<file path="src/rtl/multdiv_lane_arbiter.sv">
// Shares the single iterative multiply/divide unit between the top and bottom issue lanes.
// Latency: start pulse 1 cycle after grant; writeback packet 1 cycle after unit ready or watchdog expiry.
// Backpressure: a requesting lane is stalled until its own op completes; flushed ops drain silently.
module multdiv_lane_arbiter #(
  parameter int MAX_CYCLES = 40
) (
  input  logic        clock,
  input  logic        reset_n,
  input  logic        req_top,
  input  logic        req_bot,
  input  logic        op_top,
  input  logic        op_bot,
  input  logic [31:0] a_top,
  input  logic [31:0] b_top,
  input  logic [31:0] a_bot,
  input  logic [31:0] b_bot,
  input  logic [4:0]  rd_top,
  input  logic [4:0]  rd_bot,
  input  logic        flush,
  output logic        ctrl_MULT,
  output logic        ctrl_DIV,
  output logic [31:0] data_operandA,
  output logic [31:0] data_operandB,
  input  logic [31:0] data_result,
  input  logic        data_exception,
  input  logic        data_resultRDY,
  output logic        stall_top,
  output logic        stall_bot,
  output logic        wb_valid,
  output logic        wb_lane,
  output logic [4:0]  wb_rd,
  output logic [31:0] wb_data,
  output logic        wb_exception,
  output logic        busy
);

  typedef enum logic [1:0] {
    stateIdle  = 2'd0,
    stateWait  = 2'd1,
    stateDrain = 2'd2
  } arbState_t;

  localparam logic [5:0] CNT_LAST = 6'(MAX_CYCLES - 1);
  localparam logic       LANE_TOP = 1'b0;
  localparam logic       LANE_BOT = 1'b1;

  arbState_t   state;
  logic        lane;
  logic [4:0]  rdReg;
  logic [5:0]  cnt;
  logic        botPending;

  logic        firstWait;
  logic        rdySeen;
  logic        cntExpired;
  logic        waitDone;
  logic        finishOp;
  logic        idleOpen;
  logic        grantTop;
  logic        grantBot;

  // The unit's ready is only trusted once the start pulse has been issued (cnt==0 is the pulse cycle).
  assign firstWait  = (cnt == 6'd0);
  assign rdySeen    = data_resultRDY & ~firstWait;
  assign cntExpired = (cnt == CNT_LAST);
  assign waitDone   = (state == stateWait) & (rdySeen | cntExpired);
  assign finishOp   = waitDone & ~flush;

  // Bottom lane wins only when it was passed over last time or the top lane is idle.
  assign idleOpen = (state == stateIdle) & ~flush;
  assign grantBot = idleOpen & req_bot & (botPending | ~req_top);
  assign grantTop = idleOpen & req_top & ~(botPending & req_bot);

  // A lane is released only in the cycle its own op completes; reset forces the stalls low.
  assign stall_top = reset_n & req_top & ~(finishOp & (lane == LANE_TOP));
  assign stall_bot = reset_n & req_bot & ~(finishOp & (lane == LANE_BOT));

  assign busy = (state != stateIdle);

  // Arbitration FSM: grant/latch in IDLE, pulse and count in WAIT, swallow the late result in DRAIN.
  always_ff @(posedge clock or negedge reset_n) begin
    if (!reset_n) begin
      state         <= stateIdle;
      lane          <= LANE_TOP;
      rdReg         <= 5'd0;
      cnt           <= 6'd0;
      botPending    <= 1'b0;
      ctrl_MULT     <= 1'b0;
      ctrl_DIV      <= 1'b0;
      data_operandA <= 32'd0;
      data_operandB <= 32'd0;
      wb_valid      <= 1'b0;
      wb_lane       <= 1'b0;
      wb_rd         <= 5'd0;
      wb_data       <= 32'd0;
      wb_exception  <= 1'b0;
    end else begin
      ctrl_MULT <= 1'b0;
      ctrl_DIV  <= 1'b0;
      wb_valid  <= 1'b0;
      case (state)
        stateIdle: begin
          if (flush) begin
            botPending <= 1'b0;
          end else if (grantBot) begin
            // The start pulse is registered here so it lands in the first WAIT cycle.
            lane          <= LANE_BOT;
            rdReg         <= rd_bot;
            data_operandA <= a_bot;
            data_operandB <= b_bot;
            ctrl_MULT     <= ~op_bot;
            ctrl_DIV      <= op_bot;
            cnt           <= 6'd0;
            botPending    <= 1'b0;
            state         <= stateWait;
          end else if (grantTop) begin
            lane          <= LANE_TOP;
            rdReg         <= rd_top;
            data_operandA <= a_top;
            data_operandB <= b_top;
            ctrl_MULT     <= ~op_top;
            ctrl_DIV      <= op_top;
            cnt           <= 6'd0;
            botPending    <= botPending | req_bot;
            state         <= stateWait;
          end
        end
        stateWait: begin
          cnt <= cnt + 6'd1;
          if (flush) begin
            botPending <= 1'b0;
            state      <= waitDone ? stateIdle : stateDrain;
          end else if (waitDone) begin
            wb_valid     <= 1'b1;
            wb_lane      <= lane;
            wb_rd        <= rdReg;
            wb_data      <= rdySeen ? data_result : 32'd0;
            wb_exception <= rdySeen ? data_exception : 1'b1;
            state        <= stateIdle;
          end
        end
        stateDrain: begin
          cnt <= cnt + 6'd1;
          if (data_resultRDY || cntExpired) begin
            state <= stateIdle;
          end
        end
        default: begin
          state <= stateIdle;
        end
      endcase
    end
  end

endmodule

</file>
<file path="config.mk">
export PLATFORM = sky130hd
export DESIGN_NAME = multdiv_lane_arbiter
export DESIGN_NICKNAME = d
export VERILOG_FILES = /design/src/rtl/multdiv_lane_arbiter.sv
export SDC_FILE = /design/constraint.sdc
export NUM_CORES = 1
export LEC_CHECK = 0
export CORE_ASPECT_RATIO = 0.75
export CORE_MARGIN = 1.5
export CORE_UTILIZATION = 43
export CTS_CLUSTER_DIAMETER = 120
export DETAILED_ROUTE_END_ITERATION = 7
export GPL_TIMING_DRIVEN = 1
export HOLD_SLACK_MARGIN = 0.03
export PLACE_DENSITY_LB_ADDON = 0.2
export SLEW_MARGIN = 20
export SYNTH_ARGS = -nofsm -noshare
export SYNTH_HDL_FRONTEND = slang
export SYNTH_SLANG_ARGS = --single-unit
</file>
<file path="constraint.sdc">
create_clock -name clock -period 3.2 [get_ports clock]
set_input_delay 0.64 -clock clock [delete_from_list [all_inputs] [get_ports clock]]
set_output_delay 0.64 -clock clock [all_outputs]
set_load 0.02 [all_outputs]
</file>
==> metrics.txt <==
# TYPE chip_impl_metric gauge
chip_impl_metric{name="cts_hold_repair.buffers",unit=""} 0
chip_impl_info{name="clk_root_buffer_cell",value="sky130_fd_sc_hd__clkbuf_16"} 1
chip_impl_metric{name="insertedDiodeCount",unit=""} 0
chip_impl_metric{name="total_power",unit="uW"} 8510
chip_impl_info{name="rsz_0062_raised_after_global_routing",value="no"} 1
chip_impl_metric{name="globalplace.congestion",unit=""} 0.869
chip_impl_metric{name="critical_path_required",unit="ps"} 2560
chip_impl_metric{name="post_synth_instance_area",unit="um2"} 5380
chip_impl_metric{name="layout_min_cycle_time",unit="ps"} 3040
chip_impl_metric{name="finalWorstSetupSlack",unit="ps"} 158
chip_impl_metric{name="buffer_ports.inserted",unit=""} 287
chip_impl_metric{name="floorplan.die.height",unit="um"} 99.8
chip_impl_metric{name="synth_fp_nets",unit=""} 662
chip_impl_metric{name="ir_drop",unit="uV"} 509
chip_impl_metric{name="drt-total-wl",unit="um"} 15900
chip_impl_metric{name="drt_iter0_markers",unit=""} 178
chip_impl_metric{name="die-width",unit="um"} 132
chip_impl_info{name="crit_family",value="buffers and inverters"} 1
chip_impl_metric{name="synth-async-reset-ratio",unit="%"} 100
chip_impl_metric{name="summed_negative_setup_slack_over_all_endpoints",unit="ps"} 0
chip_impl_metric{name="placement_rows",unit=""} 35
chip_impl_metric{name="remaining_drc_errors",unit=""} 0
chip_impl_metric{name="antenna_found_initial",unit=""} 0
chip_impl_metric{name="h-tree-depth",unit=""} 4
chip_impl_metric{name="synthToLayoutAreaGrowth",unit="%"} 67.8
chip_impl_metric{name="timing_worst_slew_pin_value",unit="ps"} 763
chip_impl_metric{name="grt_pass1_vias",unit=""} 4816
chip_impl_info{name="run_status",value="complete, no violations"} 1
chip_impl_metric{name="crit_path_max_incr_delay",unit="ps"} 630
chip_impl_metric{name="grt_start_max_net_pins",unit=""} 83
chip_impl_metric{name="number_of_flops_mapped_to_enable_cells_by_yosys",unit=""} 0
chip_impl_metric{name="route.detailed.vias_per_inst",unit=""} 5.08
chip_impl_info{name="reg2reg_from",value="state[0]"} 1
chip_impl_info{name="setup.worst_path.class",value="reg -> out"} 1
chip_impl_info{name="critical_path_source",value="cnt[0]"} 1
chip_impl_metric{name="core-area",unit="um2"} 12200
chip_impl_info{name="startpoint_type",value="register"} 1
chip_impl_metric{name="finalNetCount",unit=""} 948
chip_impl_metric{name="layout_worst_path_cycle_share",unit="%"} 95.1
chip_impl_metric{name="p_per_area",unit="nW/um2"} 943
chip_impl_metric{name="ios",unit=""} 288
chip_impl_info{name="synth_top_area_cell",value="sky130_fd_sc_hd__dfrtp_1"} 1
chip_impl_info{name="cts_tree",value="yes"} 1
chip_impl_metric{name="synthDominantCellAreaShare",unit="%"} 56.3
chip_impl_metric{name="timing_hold_violations_final",unit=""} 0
chip_impl_metric{name="synth-warning-count",unit=""} 0
chip_impl_info{name="crit_path_end_kind",value="output pin"} 1
chip_impl_info{name="timing.hold.worst.class",value="in -> async"} 1
chip_impl_metric{name="util_after_layout",unit="%"} 73.8
chip_impl_metric{name="postCtsResizedCells",unit=""} 0
chip_impl_metric{name="hpwl",unit="um"} 11900
chip_impl_metric{name="stdcell_count",unit=""} 942
chip_impl_metric{name="clock_insertion_delay_worst_skew",unit="ps"} 410
chip_impl_metric{name="grtUsageTotal",unit="%"} 24.2
chip_impl_metric{name="start_util",unit="%"} 44.0
chip_impl_metric{name="cts.path.max_buffers",unit=""} 2
chip_impl_metric{name="synth_cell_type_count",unit=""} 43
chip_impl_metric{name="drv_cap",unit=""} 0
chip_impl_metric{name="dr_total_vias",unit=""} 4783
chip_impl_metric{name="critical_path_peak_fanout",unit=""} 6
chip_impl_metric{name="timing.final.setup_violations",unit=""} 0
chip_impl_info{name="cp_cell_sequence",value="inv_1 -> ha_1 -> nor3b_4 -> a21oi_2 -> a21oi_4 -> inv_2 -> a21oi_1 -> clkdlybuf4s50_1"} 1
chip_impl_metric{name="placed_cells",unit=""} 910
chip_impl_metric{name="fill_cells",unit=""} 852
chip_impl_metric{name="drtAntennaViolNets",unit=""} 0
chip_impl_metric{name="clkTransAtPathRegs",unit="ps"} 60
chip_impl_metric{name="post_synth.cell_area_avg",unit="um2"} 11.3
chip_impl_metric{name="grt.overflow.total",unit=""} 0
chip_impl_metric{name="achievable-frequency",unit="MHz"} 329
chip_impl_metric{name="synth-seq-area-share",unit="%"} 56.3
chip_impl_metric{name="clock_skew",unit="ps"} 11.5
chip_impl_metric{name="worst_slew_margin_rel",unit="%"} 49.1
chip_impl_metric{name="synth_cells",unit=""} 477
chip_impl_metric{name="cts.repair_timing.setup_buffer_count",unit=""} 0
chip_impl_metric{name="grt_first_pass_wirelength",unit="um"} 24700
chip_impl_metric{name="worst-endpoint-arrival",unit="ps"} 2400
chip_impl_metric{name="pre_antenna_drt_iters",unit=""} 5
chip_impl_info{name="yosys_most_used_dff",value="sky130_fd_sc_hd__dfrtp_1"} 1
chip_impl_info{name="slowest_stage",value="sky130_fd_sc_hd__clkdlybuf4s50_1"} 1
chip_impl_metric{name="design.die.area",unit="um2"} 13200
chip_impl_metric{name="fraction_of_final_layout_cells_with_drive_strength_greater_than_1",unit="%"} 6.70
chip_impl_metric{name="worst-path-buf-inv",unit=""} 3
chip_impl_metric{name="final_max_slew_viol_count",unit=""} 0
chip_impl_metric{name="wl_per_cell",unit="um"} 16.9
chip_impl_metric{name="cts_inserted_buffers",unit=""} 17
chip_impl_metric{name="place_worst_setup_slack",unit="ps"} 184
chip_impl_metric{name="power_leakage",unit="uW"} 0.00419
chip_impl_info{name="synthTopCellsByArea",value="sky130_fd_sc_hd__dfrtp_1, sky130_fd_sc_hd__mux2i_1, sky130_fd_sc_hd__a21oi_1, sky130_fd_sc_hd__a22o_1, sky130_fd_sc_hd__nor2_1"} 1
chip_impl_metric{name="cts.sink_count",unit=""} 121
chip_impl_metric{name="synth_seq_cells",unit=""} 121
==> metrics by stage <==
step	hold slack (ps)	instance area (um2)
floorplan	344	5380
global placement	466	8410
detailed placement	482	8410
CTS	99.8	9020
global route	119	9020
finish	118	9020
==> synthesized netlist by cell type (2+ instances only) <==
| library cell | instances |
|---|---|
| sky130_fd_sc_hd__a21oi_2 | 2 |
| sky130_fd_sc_hd__buf_6 | 3 |
| sky130_fd_sc_hd__a31oi_1 | 2 |
| sky130_fd_sc_hd__clkbuf_1 | 11 |
| sky130_fd_sc_hd__nor3_1 | 2 |
| sky130_fd_sc_hd__inv_1 | 12 |
| sky130_fd_sc_hd__nand3_1 | 5 |
| sky130_fd_sc_hd__nand2_1 | 8 |
| sky130_fd_sc_hd__nor2_1 | 74 |
| sky130_fd_sc_hd__a21oi_1 | 73 |
| sky130_fd_sc_hd__o211ai_1 | 2 |
| sky130_fd_sc_hd__buf_4 | 8 |
| sky130_fd_sc_hd__a22o_1 | 33 |
| sky130_fd_sc_hd__mux2_1 | 7 |
| sky130_fd_sc_hd__o31ai_1 | 2 |
| sky130_fd_sc_hd__dfrtp_1 | 121 |
| sky130_fd_sc_hd__o21ai_0 | 4 |
| sky130_fd_sc_hd__buf_1 | 5 |
| sky130_fd_sc_hd__ha_1 | 6 |
| sky130_fd_sc_hd__mux2i_1 | 69 |
| sky130_fd_sc_hd__buf_2 | 3 |
| sky130_fd_sc_hd__nand2b_1 | 4 |
==> per-layer routing <==
| layer | up-vias | wire [um] | global-route usage [%] |
|---|---|---|---|
| met2 | 208 | 8070 | 41.2 |
| met1 | 2269 | 6240 | 28.2 |
| met4 | 0 | 379 | 11.4 |
| met3 | 29 | 1200 | 7.53 |
| li1 | 2277 | - | - |
| met5 | - | 0 | 0 |
==> power breakdown <==
part           switching [uW]  total, uW  internal [uW]
combinational            2000       3910           1910
clock                     685       1910           1230
sequential                434       2680           2250
==> worst reg2reg max path, cell delays in order, from the launching register on <==
cell and delay [ps]:
sky130_fd_sc_hd__dfrtp_1 400, sky130_fd_sc_hd__inv_1 110, sky130_fd_sc_hd__ha_1 260, sky130_fd_sc_hd__and2b_1 280
sky130_fd_sc_hd__nand3_4 380, sky130_fd_sc_hd__buf_12 350, sky130_fd_sc_hd__mux2i_1 230, sky130_fd_sc_hd__a21oi_1 100
==> placed cells by master (no fill, tap or decap), types with 2 or more instances in the layout <==
| master | netlist | layout |
|---|---|---|
| sky130_fd_sc_hd__inv_6 | 0 | 2 |
| sky130_fd_sc_hd__inv_1 | 12 | 12 |
| sky130_fd_sc_hd__nor3_1 | 2 | 2 |
| sky130_fd_sc_hd__clkinvlp_4 | 0 | 4 |
| sky130_fd_sc_hd__a31oi_1 | 2 | 2 |
| sky130_fd_sc_hd__mux2_1 | 7 | 7 |
| sky130_fd_sc_hd__clkinv_4 | 0 | 3 |
| sky130_fd_sc_hd__nand3_1 | 5 | 4 |
| sky130_fd_sc_hd__buf_4 | 8 | 8 |
| sky130_fd_sc_hd__bufinv_16 | 0 | 3 |
| sky130_fd_sc_hd__o211ai_1 | 2 | 2 |
| sky130_fd_sc_hd__nand2b_1 | 4 | 4 |
| sky130_fd_sc_hd__a21oi_1 | 73 | 73 |
| sky130_fd_sc_hd__nand2_1 | 8 | 8 |
| sky130_fd_sc_hd__clkbuf_16 | 0 | 17 |
| sky130_fd_sc_hd__clkinv_2 | 0 | 2 |
| sky130_fd_sc_hd__buf_12 | 0 | 2 |
| sky130_fd_sc_hd__o21ai_0 | 4 | 4 |
| sky130_fd_sc_hd__dfrtp_1 | 121 | 121 |
| sky130_fd_sc_hd__o31ai_1 | 2 | 2 |
| sky130_fd_sc_hd__mux2i_1 | 69 | 69 |
| sky130_fd_sc_hd__nor2_1 | 74 | 73 |
| sky130_fd_sc_hd__ha_1 | 6 | 6 |
| sky130_fd_sc_hd__a22o_1 | 33 | 33 |
| sky130_fd_sc_hd__clkdlybuf4s50_1 | 0 | 286 |
==> cell families after synthesis <==
| group | count (synthesis) | share of synthesized area [%] |
|---|---|---|
| AOI/OAI and AO/OA | 128 | 15.4 |
| buffers and inverters | 43 | 4.05 |
| DFF | 121 | 56.3 |
| and+or+nand+nor | 102 | 8.24 |
| adders and majority gates | 6 | 1.40 |
| muxes | 77 | 14.6 |
==> cell type report <==
type	instances	area, um2	share of cell area (%)
clock inverter	14	174	1.93
inverter	13	48.8	0.541
sequential	121	3030	33.6
timing repair buffer	297	2970	33.0
multi-input combinational	313	2160	23.9
tap	166	208	2.30
clock buffer	18	429	4.76
==> state kept, by name (all words and copies together), names as in the netlist <==
signal,count
data_operandB,32
wb_lane,1
lane,1
wb_exception,1
botPending,1
wb_data,32
data_operandA,32
cnt,6
wb_valid,1
ctrl_DIV,1
wb_rd,5
rdReg,5
ctrl_MULT,1
state,2
==> final timing paths <==
| path | cells past startpoint | to | slack (ps) |
|---|---|---|---|
| worst min register to register | 1 | wb_rd[0] | 490 |
| worst max-delay path | 8 | stall_bot | 160 |
| max in group asynchronous | 2 | data_operandB[8] | 2020 |
| min in group clock | 1 | wb_rd[0] | 490 |
| worst min-delay path | 1 | wb_data[5] | 120 |
| worst max register to register | 7 | data_operandB[0] | 950 |
Note: power is estimated with default switching activity, not from simulation.
